`config.mk`:
```
export PLATFORM = sky130hd
export DESIGN_NAME = dram_sched_buffer
export DESIGN_NICKNAME = d
export VERILOG_FILES = /design/src/rtl/dram_sched_buffer.sv
export SDC_FILE = /design/constraint.sdc
export NUM_CORES = 1
export LEC_CHECK = 0
export BUFFER_PORTS_ARGS = -buffer_cell sky130_fd_sc_hd__buf_2
export CAP_MARGIN = 20
export CELL_PAD_IN_SITES_DETAIL_PLACEMENT = 1
export CELL_PAD_IN_SITES_GLOBAL_PLACEMENT = 1
export CORE_MARGIN = 3
export CORE_UTILIZATION = 51
export CTS_CLUSTER_SIZE = 28
export DETAILED_ROUTE_END_ITERATION = 7
export PLACE_DENSITY_LB_ADDON = 0.1
export RECOVER_POWER = 50
export SETUP_SLACK_MARGIN = 0.05
export SLEW_MARGIN = 5
export SYNTH_ARGS = -nofsm -noshare
export SYNTH_HDL_FRONTEND = slang
export SYNTH_SLANG_ARGS = --single-unit
```
`constraint.sdc`:
```
create_clock -name CLK -period 8.75 [get_ports CLK]
set_input_delay 0.875 -clock CLK [delete_from_list [all_inputs] [get_ports CLK]]
set_output_delay 0.875 -clock CLK [all_outputs]
set_load 0.1 [all_outputs]
```
`src/rtl/dram_sched_buffer.sv`:
```
// rtl/dram_sched_buffer.sv - request queue and refresh timer ahead of the DRAM command generator
module dram_sched_buffer #(
    parameter int DEPTH = 8,
    parameter int tREFI = 6240,
    parameter int tRFC  = 208
) (
    input  logic        CLK,
    input  logic        nRST,
    input  logic        req_valid,
    output logic        req_ready,
    input  logic        req_wen,
    input  logic [31:0] req_addr,
    input  logic [31:0] req_wdata,
    output logic [2:0]  Ra0,
    output logic [2:0]  Ra1,
    output logic [1:0]  BG0,
    output logic [1:0]  BG1,
    output logic [1:0]  BA0,
    output logic [1:0]  BA1,
    output logic [17:0] R0,
    output logic [17:0] R1,
    output logic [13:0] COL0,
    output logic [13:0] COL1,
    output logic        dREN_curr,
    output logic        dWEN_curr,
    output logic        dREN_ftrt,
    output logic        dWEN_ftrt,
    output logic [31:0] write_data,
    output logic        REFRESH,
    input  logic        request_done,
    input  logic [31:0] data_callback,
    output logic        rsp_valid,
    output logic        rsp_wen,
    output logic [31:0] rsp_rdata
);

    localparam int AW = $clog2(DEPTH);
    localparam int RW = $clog2(tREFI + 1);
    localparam int FW = $clog2(tRFC + 1);

    // Queue storage holds already-decoded address fields so the outputs are a plain read.
    logic        r_mem_wen   [DEPTH];
    logic [2:0]  r_mem_ra    [DEPTH];
    logic [1:0]  r_mem_bg    [DEPTH];
    logic [1:0]  r_mem_ba    [DEPTH];
    logic [17:0] r_mem_row   [DEPTH];
    logic [13:0] r_mem_col   [DEPTH];
    logic [31:0] r_mem_wdata [DEPTH];

    logic [AW-1:0] r_head;
    logic [AW-1:0] r_tail;
    logic [AW:0]   r_count;

    logic [RW-1:0] r_ref_cnt;
    logic [FW-1:0] r_rfc_cnt;
    logic          r_pending;
    logic          r_refresh;

    logic          r_rsp_valid;
    logic          r_rsp_wen;
    logic [31:0]   r_rsp_rdata;

    logic          w_full;
    logic          w_push;
    logic          w_pop;
    logic          w_curr_vld;
    logic          w_ftrt_vld;
    logic [AW-1:0] w_head1;
    logic          w_expire;
    logic          w_ref_start;
    logic          w_unused;

    logic [2:0]    w_dec_ra;
    logic [1:0]    w_dec_bg;
    logic [1:0]    w_dec_ba;
    logic [17:0]   w_dec_row;
    logic [13:0]   w_dec_col;

    // Byte offset within a 32-bit word carries no DRAM addressing information.
    assign w_unused  = ^req_addr[1:0];

    assign w_dec_col = {4'b0, req_addr[11:2]};
    assign w_dec_ba  = req_addr[13:12];
    assign w_dec_bg  = req_addr[15:14];
    assign w_dec_row = {3'b0, req_addr[30:16]};
    assign w_dec_ra  = {2'b0, req_addr[31]};

    // Readiness comes from the registered count only, so a same-cycle pop never frees a slot.
    assign w_full     = (r_count == (AW+1)'(DEPTH));
    assign req_ready  = ~w_full;
    assign w_push     = req_valid & ~w_full;
    assign w_curr_vld = (r_count != '0);
    assign w_ftrt_vld = (r_count > (AW+1)'(1));
    assign w_head1    = r_head + AW'(1);

    // Head entry; its command flags are suppressed while a refresh window is open.
    assign Ra0        = w_curr_vld ? r_mem_ra[r_head]    : '0;
    assign BG0        = w_curr_vld ? r_mem_bg[r_head]    : '0;
    assign BA0        = w_curr_vld ? r_mem_ba[r_head]    : '0;
    assign R0         = w_curr_vld ? r_mem_row[r_head]   : '0;
    assign COL0       = w_curr_vld ? r_mem_col[r_head]   : '0;
    assign write_data = w_curr_vld ? r_mem_wdata[r_head] : '0;
    assign dREN_curr  = w_curr_vld & ~r_refresh & ~r_mem_wen[r_head];
    assign dWEN_curr  = w_curr_vld & ~r_refresh &  r_mem_wen[r_head];

    // Second entry stays visible during refresh so the generator can plan ahead.
    assign Ra1        = w_ftrt_vld ? r_mem_ra[w_head1]  : '0;
    assign BG1        = w_ftrt_vld ? r_mem_bg[w_head1]  : '0;
    assign BA1        = w_ftrt_vld ? r_mem_ba[w_head1]  : '0;
    assign R1         = w_ftrt_vld ? r_mem_row[w_head1] : '0;
    assign COL1       = w_ftrt_vld ? r_mem_col[w_head1] : '0;
    assign dREN_ftrt  = w_ftrt_vld & ~r_mem_wen[w_head1];
    assign dWEN_ftrt  = w_ftrt_vld &  r_mem_wen[w_head1];

    // Completion is honoured only when the generator could legitimately see a command.
    assign w_pop = request_done & (dREN_curr | dWEN_curr);

    assign w_expire    = (r_ref_cnt == RW'(tREFI - 1));
    assign w_ref_start = r_pending & ~r_refresh & (~w_curr_vld | request_done);

    assign REFRESH   = r_refresh;
    assign rsp_valid = r_rsp_valid;
    assign rsp_wen   = r_rsp_wen;
    assign rsp_rdata = r_rsp_rdata;

    // Entry storage; contents need no reset because the count gates every output.
    always_ff @(posedge CLK) begin
        if (w_push) begin
            r_mem_wen[r_tail]   <= req_wen;
            r_mem_ra[r_tail]    <= w_dec_ra;
            r_mem_bg[r_tail]    <= w_dec_bg;
            r_mem_ba[r_tail]    <= w_dec_ba;
            r_mem_row[r_tail]   <= w_dec_row;
            r_mem_col[r_tail]   <= w_dec_col;
            r_mem_wdata[r_tail] <= req_wdata;
        end
    end

    // Head/tail pointers wrap naturally at the power-of-two depth.
    always_ff @(posedge CLK or negedge nRST) begin
        if (!nRST) begin
            r_head  <= '0;
            r_tail  <= '0;
            r_count <= '0;
        end else begin
            if (w_push) r_tail <= r_tail + AW'(1);
            if (w_pop)  r_head <= r_head + AW'(1);
            case ({w_push, w_pop})
                2'b10:   r_count <= r_count + (AW+1)'(1);
                2'b01:   r_count <= r_count - (AW+1)'(1);
                default: r_count <= r_count;
            endcase
        end
    end

    // One-cycle completion pulse back to the requester; write completions return zero data.
    always_ff @(posedge CLK or negedge nRST) begin
        if (!nRST) begin
            r_rsp_valid <= 1'b0;
            r_rsp_wen   <= 1'b0;
            r_rsp_rdata <= '0;
        end else begin
            r_rsp_valid <= w_pop;
            r_rsp_wen   <= w_pop & dWEN_curr;
            r_rsp_rdata <= (w_pop & dREN_curr) ? data_callback : '0;
        end
    end

    // Refresh interval timer, single-bit pending flag and fixed-length refresh window.
    always_ff @(posedge CLK or negedge nRST) begin
        if (!nRST) begin
            r_ref_cnt <= '0;
            r_rfc_cnt <= '0;
            r_pending <= 1'b0;
            r_refresh <= 1'b0;
        end else begin
            r_ref_cnt <= w_expire ? '0 : r_ref_cnt + RW'(1);

            if (w_expire)         r_pending <= 1'b1;
            else if (w_ref_start) r_pending <= 1'b0;

            if (r_refresh) begin
                if (r_rfc_cnt == '0) r_refresh <= 1'b0;
                else                 r_rfc_cnt <= r_rfc_cnt - FW'(1);
            end else if (w_ref_start) begin
                r_refresh <= 1'b1;
                r_rfc_cnt <= FW'(tRFC - 1);
            end
        end
    end

endmodule

```
==> results of run 1 <==
==> sequential cells by signal (all words and copies together), names as in the netlist, 3 cells and up <==
signal and cells:
r_mem_bg 16, r_tail 3, r_mem_wen 8, rsp_rdata 32, r_mem_wdata 256, r_mem_ba 16, r_head 3, r_mem_col 80
r_rfc_cnt 8, r_count 4, r_mem_ra 8, r_ref_cnt 13, r_mem_row 120
==> area by class of cell <==
cell class | instances | share of cell area, %
Antenna cell | 4 | 0.03631
Inverter | 9 | 0.1225
Multi-Input combinational cell | 586 | 24.43
Clock buffer | 74 | 5.669
Sequential cell | 571 | 61.02
Clock inverter | 35 | 1.348
Tap cell | 600 | 2.723
Timing Repair Buffer | 261 | 4.652
==> placed cells by master, fill, tap and decap left out, types with 2 or more instances in the layout <==
cell	n
a21oi_1	33
and3_1	37
buf_2	132
buf_4	26
bufinv_16	7
clkbuf_1	113
clkbuf_16	59
clkbuf_8	3
clkinv_1	8
clkinv_2	15
clkinv_8	2
clkinvlp_4	2
conb_1	18
dfrtp_1	64
dfrtp_4	3
diode_2	4
edfxtp_1	504
ha_1	8
inv_1	9
mux2i_1	65
mux4_2	188
nand2_1	76
nand2b_1	3
nand3_1	8
nand3b_1	2
nand4b_1	2
nor2_1	79
nor2_4	6
nor2b_1	2
nor3_1	6
nor3_2	3
o21ai_0	5
xnor2_1	9
xor2_1	10
==> how the worst max path moves through the flow <==
stage | start | to | slack [ps] | cells past startpoint
6_report | r_head[0] | BA0[0] | 3690 | 7
5_1_grt | r_head[0] | BA0[0] | 3350 | 7
4_1_cts | r_head[0] | BA0[0] | 3420 | 6
3_5_place_dp | r_head[0] | BA0[0] | 4110 | 6
3_3_place_gp | r_head[0] | BA0[1] | 4150 | 6
2_1_floorplan | r_count[0] | r_mem_ba[0][0] | 1810 | 6
==> critical path: stages (launching register included) <==
cell	delay [ps]
dfrtp_4	780
buf_4	480
buf_16	310
buf_4	630
mux4_2	610
mux2i_1	160
nor2_1	90
buf_2	410
==> per-stage QoR <==
| stage | setup WS, ps | util [%] |
|---|---|---|
| 5_1_grt | 3354 | 60.09 |
| 6_report | 3690 | 60.10 |
| 3_3_place_gp | 4147 | 56.08 |
| 4_1_cts | 3424 | 60.30 |
| 2_1_floorplan | 1811 | - |
| 3_5_place_dp | 4108 | 56.08 |
==> kinds of logic (layout without fill, tap and decap cells) <==
group / count (synthesis) / in the layout
adders and majority gates: 9 / 9
AOI/OAI and AO/OA: 46 / 46
xor gates and xnor gates: 21 / 21
and+or+nand+nor: 237 / 237
muxes: 255 / 255
other: 1 / 22
DFF: 571 / 571
buffers and inverters: 98 / 379
==> per-layer routing <==
| metal | up-vias | GRT usage, % |
|---|---|---|
| met5 | - | 0 |
| met2 | 352 | 39.85 |
| met4 | 6 | 5.906 |
| met3 | 77 | 4.532 |
| li1 | 5467 | - |
| met1 | 6777 | 30.35 |
==> flow_summary.yaml, run 1 <==
outcome:
  outcome: "complete, but fails checks"
  violations: "max-capacitance violations, max-slew violations"
synthesis:
  synth-simple-area-share_pct: 4.615
  synth_fa_ha_area_share_pct: 0.4709
  synth_compound_area_share_pct: 1.078
  ys_warn_count: 0
  synth_flop_cell: "edfxtp_1"
  yosysMostFrequentCell: "edfxtp_1"
  yosysUniqueCellTypes: 50
  synth_area_um2: 23910
  synth_edf_count: 504
  avgSynthCellArea_um2: 19.32
  yosysTopAreaCell: "edfxtp_1"
  ys_seq_area_share_pct: 70.30
  synth.area.top_cells: "edfxtp_1, mux4_2, dfrtp_1"
  synth_commonest_cells: "edfxtp_1, mux4_2, nor2_1"
  ys_async_sr_fraction_pct: 11.73
  yosysTopAreaCellShare_pct: 63.29
  synth_top_family_by_area: "multiplexers"
  synth-xor-area-share_pct: 0.7692
  synth_seq_cells: 571
  postSynthCellCount: 1238
  synth_mux_area_share_pct: 20.57
critical_path:
  crit_fanout: 47
  reg2reg_depth: 7
  reg2reg_slack_ps: 4380
  r2r_end: "r_mem_row[7][10]"
  cp-end-kind: "primary output"
  setup.worst_path.start_class: "flip-flop"
  crit_required_ps: 7880
  worstSetupPathType: "flip-flop to primary output"
  cp.arrival_ps: 4180
  r2r_start: "r_count[0]"
detailed_routing:
  drt_drc_violations_left: 0
  ant_nets: 0
  routedWlPerCell_um: 26.34
  vias: 12680
  via_per_inst: 5.925
  wl_met2_um: 28940
  drt-pass1-iter-count: 4
  top_layer_used: "met5"
  drt_iter0_drc: 990
  wl_met1_um: 22950
  wl_um: 56370
  met3_wirelength_um: 3340
sta:
  rsz0062_at_grt: "no"
  setup_viol_count_final: 0
  post-route-period-util_pct: 57.82
  min_period_ps: 5060
  hold_viol_final: 0
  drv_slew: 131
  hold_ws_ps: 475.6
  tightest_slew_ps: 3609
  fmax_mhz: 197.6
  finalSetupTns_ps: 0
  skew_ps: 26.32
  relSlewSlack_pct: -140.6
clock_network:
  hold_buffers: 0
  cts_buffer_depth: 3
  cts_root_buf: "clkbuf_16"
  cts_tree: "yes"
  post_cts_buffers: 0
  cts_sinks: 571
  h-tree-depth: 2
  clk_pin_slew_ps: 60
  clk_latency_ps: 620
  cts_inserted_buffers: 58
  cts_resized: 0
run:
  cap_viol_max_count: 3
global_routing:
  grt_max_degree: 72
  antenna_found_initial: 7
  grt_use_total_pct: 23.04
  grt_pass1_wl_um: 86440
  grt_pass1_vias: 13950
  gr-total-overflow: 0
floorplanning:
  die_h_um: 222.5
  start_util_pct: 52.13
  pin_count: 251
  row_count: 78
  core_region_area_um2: 45870
  fp.dieW_um: 222.5
  die_area_um2: 49520
final_layout:
  syn_to_final_growth_pct: 15.29
  regArea_um2: 16820
  nets: 1597
  postLayoutCellArea_um2: 27570
  drive_gt1_share_pct: 29.75
  fin_cells: 2140
  multi_input_comb_area_um2: 6735
  fill_cells: 4058
place:
  gp_congestion: 0.6851
  place_hpwl_um: 31900
  io_buffers: 230
  dp_cells: 2025
  post_dp_cell_area_um2: 25720
worst_hold_path:
  hold_start: "r_pending"
  hold_path.class: "flip-flop to flip-flop"
  worstHoldEndpoint: "r_pending"
  hold_depth: 1
Power of run 1 is not shown: default switching activity piles up to over one toggle a cycle in this logic, so the estimate is an artifact.
==> run 2: changes to the inputs <==
clock period = 5.1 ns   (was 8.75 ns; I/O delays follow)
==> run 2 against run 1 <==
  * The run still ends with max-capacitance violations, max-slew violations left
  * Die area unchanged
  * Count of clock-buffer cells in the layout up 3
  * First-iteration DRC count up 7.0%
==> flow_summary.yaml, run 2 (synthesized netlist as in run 1, its figures left out) <==
critical_path:
  cp.arrival_ps: 3650
  worstSetupPathType: "flip-flop to primary output"
  crit_fanout: 24
  setup.worst_path.start_class: "flip-flop"
  crit_required_ps: 4590
  cp-end-kind: "primary output"
clock_network:
  cts_resized: 0
  h-tree-depth: 2
  clk_pin_slew_ps: 60
  cts_sinks: 571
  hold_buffers: 0
  clk_latency_ps: 610
  cts_buffer_depth: 3
  cts_inserted_buffers: 57
  cts_root_buf: "clkbuf_16"
  post_cts_buffers: 0
  cts_tree: "yes"
sta:
  min_period_ps: 4161
  post-route-period-util_pct: 81.60
  relSlewSlack_pct: -17.58
  drv_slew: 25
  rsz0062_at_grt: "no"
  finalSetupTns_ps: 0
  skew_ps: 10.80
  tightest_slew_ps: 1764
  setup_viol_count_final: 0
  hold_viol_final: 0
  fmax_mhz: 240.3
  hold_ws_ps: 98.37
detailed_routing:
  via_per_inst: 5.924
  vias: 12650
  drt_drc_violations_left: 0
  routedWlPerCell_um: 26.24
  drt-pass1-iter-count: 5
  ant_nets: 0
  wl_um: 56030
  drt_iter0_drc: 1059
global_routing:
  antenna_found_initial: 5
  gr-total-overflow: 0
  grt_pass1_wl_um: 84820
  grt_pass1_vias: 13690
  grt_use_total_pct: 22.75
  grt_max_degree: 82
outcome:
  outcome: "complete, but fails checks"
  violations: "max-capacitance violations, max-slew violations"
place:
  place_hpwl_um: 32760
  gp_congestion: 0.7081
  io_buffers: 230
floorplanning:
  start_util_pct: 52.13
  pin_count: 251
  die_h_um: 222.5
  die_area_um2: 49520
  fp.dieW_um: 222.5
  core_region_area_um2: 45870
  row_count: 78
worst_hold_path:
  hold_path.class: "input pin to asynchronous set/reset pin"
final_layout:
  drive_gt1_share_pct: 29.27
  nets: 1597
  largest_register_ff_count: 256
  largestRegisters: "r_mem_wdata: 256 flops, r_mem_row: 120 flops, r_mem_col: 80 flops"
  regMostFlops: "r_mem_wdata"
  fill_cells: 4087
  syn_to_final_growth_pct: 14.63
  final_cell_mix: "edfxtp_1, mux4_2, buf_2"
  final_common_cell: "edfxtp_1"
run:
  cap_viol_max_count: 1
[run 2: changes by cell type in the layout (fill, tap and decap cells not counted), sizes merged]
cell,before,now
buf,160,163
bufinv,7,2
clkbuf,175,176
clkinvlp,2,0
diode,4,1
inv,9,10
[run 2: layout make-up]
class	count	area, um^2	share of cell area, %
multi-input combinational	586	6748	24.62
tap	600	750.7	2.739
sequential	571	16820	61.37
clock buffer	77	1584	5.778
inverter	9	33.78	0.1232
antenna	1	2.502	0.009129
clock inverter	29	181.4	0.6618
timing repair buffer	262	1290	4.706
[run 2: routing by layer]
layer  global-route usage, %  vias to the layer above  routed length [um]
li1                        -                     5448                   -
met1                   30.81                     6764               23310
met2                   38.27                      333               28380
met3                   4.294                       94                3061
met4                   6.481                        8                1229
met5                       0                        -                  48
[run 2: critical path, stage by stage (launching register included)]
cell,delay (ps)
dfrtp_1,420
inv_1,110
ha_1,250
nor3b_1,290
clkbuf_1,1300
nor2_1,260
buf_2,400
[run 2: path summary, 6_finish.rpt]
check / start / slack [ps] / to / cells past startpoint
max in group asynchronous: nRST / 4340 / r_head[1] / 2
min reg2reg: r_rfc_cnt[6] / 490 / r_rfc_cnt[6] / 1
max reg2reg: r_count[1] / 1890 / r_pending / 6
max: r_count[1] / 940 / R0[12] / 6
min in group CLK: data_callback[4] / 140 / rsp_rdata[4] / 2
min: nRST / 100 / rsp_rdata[16] / 2
[run 2: metrics by stage]
step / worst slack (ps) / instance area (um^2) / utilization [%] / instances
floorplan: -143.0 / 23990 / - / 1255
global placement: 1577 / 25780 / 56.21 / 2028
detailed placement: 1561 / 25780 / 56.21 / 2028
CTS: 877.0 / 27550 / 60.06 / 2134
global route: 678.0 / 27410 / 59.76 / 2134
finish: 938.6 / 27410 / 59.76 / 2135
Power of run 2 is left out for the same reason.
